`src/rtl/safecrack_keypad_arbiter.sv`:
```
// safecrack_keypad_arbiter
// Arbitrates two digit requesters (bit0 local keypad, bit1 remote console)
// onto a single ready/valid digit port toward the lock core. An owner keeps
// the port for one DIGITS-long sequence. It then loses the port for one gap
// cycle. It also loses the port after TIMEOUT_CYCLES-1 grant cycles in a row
// without a transfer.
//
// Ports
//   clk, rst          clock, synchronous active-high reset
//   req_valid[1:0]    per-requester digit valid
//   req_digit0/1      per-requester digit (0..3)
//   req_ready[1:0]    per-requester accept (pass-through of core_ready for owner)
//   core_valid/digit  digit toward the lock core (pass-through from owner)
//   core_ready        lock core accepts a digit
//   grant[1:0]        one-hot current owner, 0 when no owner
//   busy_reject[1:0]  non-owner presenting valid while the port is owned
//   seq_done          pulse on the transfer of the DIGITS-th digit
//   timeout           pulse when ownership is revoked for inactivity
//
// Configuration macro: ARB_FIXED_PRIORITY_EN. When it is defined, requester 0
// wins every tie. When it is undefined, ties are broken round-robin.
module safecrack_keypad_arbiter #(
  parameter int unsigned DIGITS         = 3,
  parameter int unsigned TIMEOUT_CYCLES = 500_000_000
) (
  input  logic       clk,
  input  logic       rst,
  input  logic [1:0] req_valid,
  input  logic [1:0] req_digit0,
  input  logic [1:0] req_digit1,
  output logic [1:0] req_ready,
  output logic       core_valid,
  output logic [1:0] core_digit,
  input  logic       core_ready,
  output logic [1:0] grant,
  output logic [1:0] busy_reject,
  output logic       seq_done,
  output logic       timeout
);

  localparam int unsigned CW = $clog2(DIGITS + 1);
  localparam int unsigned TW = $clog2(TIMEOUT_CYCLES);

  typedef enum logic [1:0] {S_IDLE, S_GRANT, S_GAP} state_t;

  state_t        state_q, state_d;
  logic          owner_q, owner_d;
  logic [CW-1:0] digit_cnt_q, digit_cnt_d;
  logic [TW-1:0] timer_q, timer_d;
  logic          pick;
  logic [1:0]    owner_digit;
  logic          xfer;
`ifndef ARB_FIXED_PRIORITY_EN
  logic          last_owner_q, last_owner_d;
`endif

  // Winner of a new grant: a lone requester wins outright. On a tie, the
  // fixed-priority build picks requester 0. The round-robin build picks
  // the requester that did not own the port last.
  always_comb begin
`ifdef ARB_FIXED_PRIORITY_EN
    pick = !req_valid[0];
`else
    pick = (req_valid == 2'b11) ? !last_owner_q : req_valid[1];
`endif
  end

  // State and datapath registers
  always_ff @(posedge clk) begin
    if (rst) begin
      state_q      <= S_IDLE;
      owner_q      <= 1'b0;
      digit_cnt_q  <= '0;
      timer_q      <= '0;
`ifndef ARB_FIXED_PRIORITY_EN
      last_owner_q <= 1'b1;
`endif
    end else begin
      state_q      <= state_d;
      owner_q      <= owner_d;
      digit_cnt_q  <= digit_cnt_d;
      timer_q      <= timer_d;
`ifndef ARB_FIXED_PRIORITY_EN
      last_owner_q <= last_owner_d;
`endif
    end
  end

  // Next-state logic and the combinational outputs
  always_comb begin
    state_d      = state_q;
    owner_d      = owner_q;
    digit_cnt_d  = digit_cnt_q;
    timer_d      = timer_q;
`ifndef ARB_FIXED_PRIORITY_EN
    last_owner_d = last_owner_q;
`endif
    req_ready    = '0;
    core_valid   = 1'b0;
    core_digit   = '0;
    grant        = '0;
    busy_reject  = '0;
    seq_done     = 1'b0;
    timeout      = 1'b0;
    xfer         = 1'b0;
    owner_digit  = owner_q ? req_digit1 : req_digit0;

    case (state_q)
      S_IDLE: begin
        timer_d     = '0;
        digit_cnt_d = '0;
        if (|req_valid) begin
          owner_d      = pick;
`ifndef ARB_FIXED_PRIORITY_EN
          last_owner_d = pick;
`endif
          state_d      = S_GRANT;
        end
      end

      S_GRANT: begin
        grant[owner_q]        = 1'b1;
        core_valid            = req_valid[owner_q];
        core_digit            = owner_digit;
        req_ready[owner_q]    = core_ready;
        busy_reject[!owner_q] = req_valid[!owner_q];
        xfer                  = req_valid[owner_q] && core_ready;
        if (xfer) begin
          // A transfer always clears the timer, even in the threshold cycle.
          timer_d = '0;
          if (digit_cnt_q == CW'(DIGITS - 1)) begin
            seq_done    = 1'b1;
            digit_cnt_d = '0;
            state_d     = S_GAP;
          end else begin
            digit_cnt_d = digit_cnt_q + CW'(1);
          end
        end else if (timer_q == TW'(TIMEOUT_CYCLES - 2)) begin
          // This is the (TIMEOUT_CYCLES-1)-th idle grant cycle in a row.
          timeout     = 1'b1;
          digit_cnt_d = '0;
          timer_d     = '0;
          state_d     = S_IDLE;
        end else begin
          timer_d = timer_q + TW'(1);
        end
      end

      S_GAP: begin
        state_d = S_IDLE;
      end

      default: begin
        state_d = S_IDLE;
      end
    endcase

    // Outputs read as zero while reset is held, even from a stale state.
    if (rst) begin
      req_ready   = '0;
      core_valid  = 1'b0;
      core_digit  = '0;
      grant       = '0;
      busy_reject = '0;
      seq_done    = 1'b0;
      timeout     = 1'b0;
    end
  end

endmodule

```
`config.mk`:
```
export PLATFORM = sky130hd
export DESIGN_NAME = safecrack_keypad_arbiter
export DESIGN_NICKNAME = d
export VERILOG_FILES = /design/src/rtl/safecrack_keypad_arbiter.sv
export SDC_FILE = /design/constraint.sdc
export NUM_CORES = 1
export LEC_CHECK = 0
export ABC_AREA = 0
export CORE_MARGIN = 8
export CORE_UTILIZATION = 52
export CTS_CLUSTER_DIAMETER = 200
export DETAILED_ROUTE_END_ITERATION = 8
export GPL_ROUTABILITY_DRIVEN = 0
export PLACE_DENSITY_LB_ADDON = 0.3
export SETUP_SLACK_MARGIN = 0.02
export SLEW_MARGIN = 20
export SYNTH_ARGS = -nofsm -noshare
export SYNTH_HDL_FRONTEND = slang
export SYNTH_SLANG_ARGS = --single-unit
```
`constraint.sdc`:
```
create_clock -name clk -period 2 [get_ports clk]
set_clock_uncertainty 0.1 [all_clocks]
set_input_delay 0.4 -clock clk [delete_from_list [all_inputs] [get_ports clk]]
set_output_delay 0.4 -clock clk [all_outputs]
set_load 0.03 [all_outputs]
```
==> impl_metrics.csv <==
group,metric,value,unit
outcome,outcome,"finished with violations",
outcome,violations,"setup timing",
worst_setup_path,crit_chain,"inv_2 > ha_4 > or4b_4 > nor4b_4 > and4_4 > buf_6",
detailed_routing,wl_per_cell,19.7,um
logic_synthesis,netlist_instances,282,
logic_synthesis,syn_area,2170,um2
logic_synthesis,ys_ff_latch,35,
power,netSwitchingFraction,26.7,%
floorplan,coreArea,4000,um2
timing,worst_slew_pin_slew,0.598,ns
timing,fmax,417,MHz
detailed_routing,first_iter_violations,331,
logic_synthesis,synth.mux.area_fraction,2.36,%
logic_synthesis,yosys.area_share.simple,41.4,%
logic_synthesis,synth_cell_types,50,
logic_synthesis,synthAdderAreaFrac,1.15,%
logic_synthesis,yosysSeqAreaShare,32.3,%
placed_design,place_area,2760,um2
logic_synthesis,avgSynthCellArea,7.69,um2
logic_synthesis,async_flop_share,0,%
floorplan,io_pins,20,
worst_setup_path,regToRegSetupSlack,-0.05,ns
power,clkPwrFrac,39.5,%
detailed_routing,route.vias.total,2773,
clocking,cts-buffers-inserted,5,
logic_synthesis,syn-num-nets,293,
worst_setup_path,required,1.50,ns
global_routing,grt_pass1_vias,2391,
timing,whs,0.375,ns
logic_synthesis,synthFlopType,"dfxtp_1",
power,pwr-share-seq,47.1,%
power,p_int,1100,uW
logic_synthesis,synth-compound-area-share,16.9,%
floorplan,num_rows,23,
global_routing,grt_max_degree,28,
detailed_routing,firstDrtPassIters,5,
layout,antenna_cells,0,
timing,setup_viol,3,
global_routing,grt_overflow,0,
clocking,clk_path_buf_depth,2,
layout,final_cells,408,
placed_design,pre_cts_ws,-0.173,ns
placed_design,portBuffers,19,
power,power.density,472,nW/um2
layout,nNetsFinal,368,
layout,syn_to_final_growth,46.4,%
logic_synthesis,yosys_warnings,0,
timing,rsz0062_at_grt,"yes",
timing,finalWorstSetupSlack,-0.397,ns
logic_synthesis,synth_top_family_by_area,"simple AND/OR/NAND/NOR gates",
clocking,root_buffer,"clkbuf_8",
logic_synthesis,synth.largest_area_cell,"dfxtp_1",
logic_synthesis,synth-edff-count,0,
placed_design,dp_cells,387,
worst_setup_path,critPathKind,"register to output pin",
worst_setup_path,start_kind,"register",
worst_hold_path,min_path_type,"register to register",
timing,slew_headroom,60.0,%
global_routing,antenna_found_initial,0,
logic_synthesis,synth_xor_area_share,1.21,%
worst_setup_path,max_stage_delay,0.47,ns
floorplan,start_util,54.2,%
timing,period_minus_slack,2.40,ns
power,irDropWorstVdd,0.414,mV
power,switchingPower,401,uW
detailed_routing,viasPerCell,6.80,
worst_setup_path,critPathSlowestCell,"or4b_4",
floorplan,die_area,6500,um2
worst_setup_path,crit_arrival,1.90,ns
clocking,cts_sinks,35,
layout,design_area,3180,um2
logic_synthesis,synth_top_cell_area_share,32.3,%
placed_design,post-dp-hpwl,4820,um
worst_setup_path,path_max_fanout,2,
clocking,clk_pin_slew,0.08,ns
logic_synthesis,synth.most_common_cell,"dfxtp_1",
floorplan,die_h,80.6,um
layout,drive_above_1_share,41.1,%
power,combPwrFrac,13.4,%
global_routing,grt_pass1_wl,11400,um
clocking,cts_tree,"built",
timing,hold_viol,0,
timing,slew_viol_final,0,
logic_synthesis,synth.top_cells.by_count,"35 x dfxtp_1, 29 x nand2_1, 25 x a31oi_1, 24 x nor2_1, 17 x nand3_1",
global_routing,track_usage,21.7,%
clocking,cts_max_level,2,
detailed_routing,drc,0,
timing,period_share,120,%
timing,setup-tns-final,-0.468,ns
worst_setup_path,cp-end-kind,"output pin",
detailed_routing,ant_nets,0,
detailed_routing,routed_wl,8020,um
clocking,clk_latency,0.29,ns
power,leakagePower,0.00116,uW
logic_synthesis,synthTopCellsByArea,"dfxtp_1 32%, a31oi_1 7.2%, nand2_1 5.0%",
flow_run,cap_violations,0,
floorplan,die_x,80.6,um
power groups by stage:
| stage | registers [uW] | clock network [uW] | logic (uW) |
|---|---|---|---|
| floorplan | 727 | 0 | 104 |
| global placement | 727 | 0 | 176 |
| detailed placement | 728 | 0 | 180 |
| CTS | 714 | 575 | 193 |
| global route | 708 | 621 | 214 |
| finish | 707 | 593 | 201 |
final cells by class:
class                           instances  area [um2]
Tap cell                               50        62.6
Inverter                                7        26.3
Sequential cell                        35         737
Timing Repair Buffer                   86         688
Fill cell                             254         823
Clock buffer                            8         100
Multi-Input combinational cell        222        1560
worst max-delay path: cells and delay by family, from the launching register on:
kind	cells	cell delay (ns)
buf+inv	2	0.20
flops	1	0.33
fa+ha+maj	1	0.12
simple gates	3	0.96
cell usage in the layout, fill, tap and decap left out, drive strengths merged, types with 8 or more instances in the layout:
| cell | synthesis | layout |
|---|---|---|
| nand4 | 18 | 18 |
| a21oi | 11 | 11 |
| clkbuf | 12 | 8 |
| buf | 6 | 78 |
| nor4 | 8 | 8 |
| nor2 | 25 | 25 |
| a31oi | 25 | 25 |
| dfxtp | 35 | 35 |
| o21ai | 9 | 9 |
| nand3 | 18 | 18 |
| nand2 | 29 | 29 |
metrics by stage:
step                util [%]  power (uW)
CTS                     74.0        1480
finish                  79.4        1500
global route            79.4        1540
detailed placement      68.9         908
floorplan                  -         831
global placement        68.9         904
flip-flops by register name, summed over array words and instances, names as in the netlist:
name	cells
last_owner_q	1
state_q	2
timer_q	29
digit_cnt_q	2
owner_q	1
routing by layer:
metal	part of all wire (%)	wire length, um	vias to the layer above	GRT usage (%)
met4	4.8	382	0	9.45
met2	48	3870	168	36.2
li1	-	-	1223	-
met5	0	0	-	0
met3	8.3	666	54	4.35
met1	39	3100	1328	26.2
repair_timing:
item,CTS,global route
setup buffers,2,9
hold buffers,0,0
resized for setup,31,40
cloned,0,4
pin swaps,8,17
endpoints found under the setup margin,24,35
final timing paths:
check                                         startpoint                       end  depth (start not counted)
worst min register to register  timer_q[19]$_SDFFE_PP0P_  timer_q[19]$_SDFFE_PP0P_                          1
worst min-delay path            timer_q[19]$_SDFFE_PP0P_  timer_q[19]$_SDFFE_PP0P_                          1
worst max register to register   timer_q[1]$_SDFFE_PP0P_  timer_q[23]$_SDFFE_PP0P_                          6
worst max-delay path             timer_q[0]$_SDFFE_PP0P_                   timeout                          6
kinds of logic (layout without fill, tap and decap cells):
family	after synthesis	in the layout
fa+ha+maj	2	2
flops	35	35
simple gates	153	153
compound gates	59	59
xor+xnor	3	3
buf+inv	25	101
mux	5	5
(Power assumes the default switching activity.)
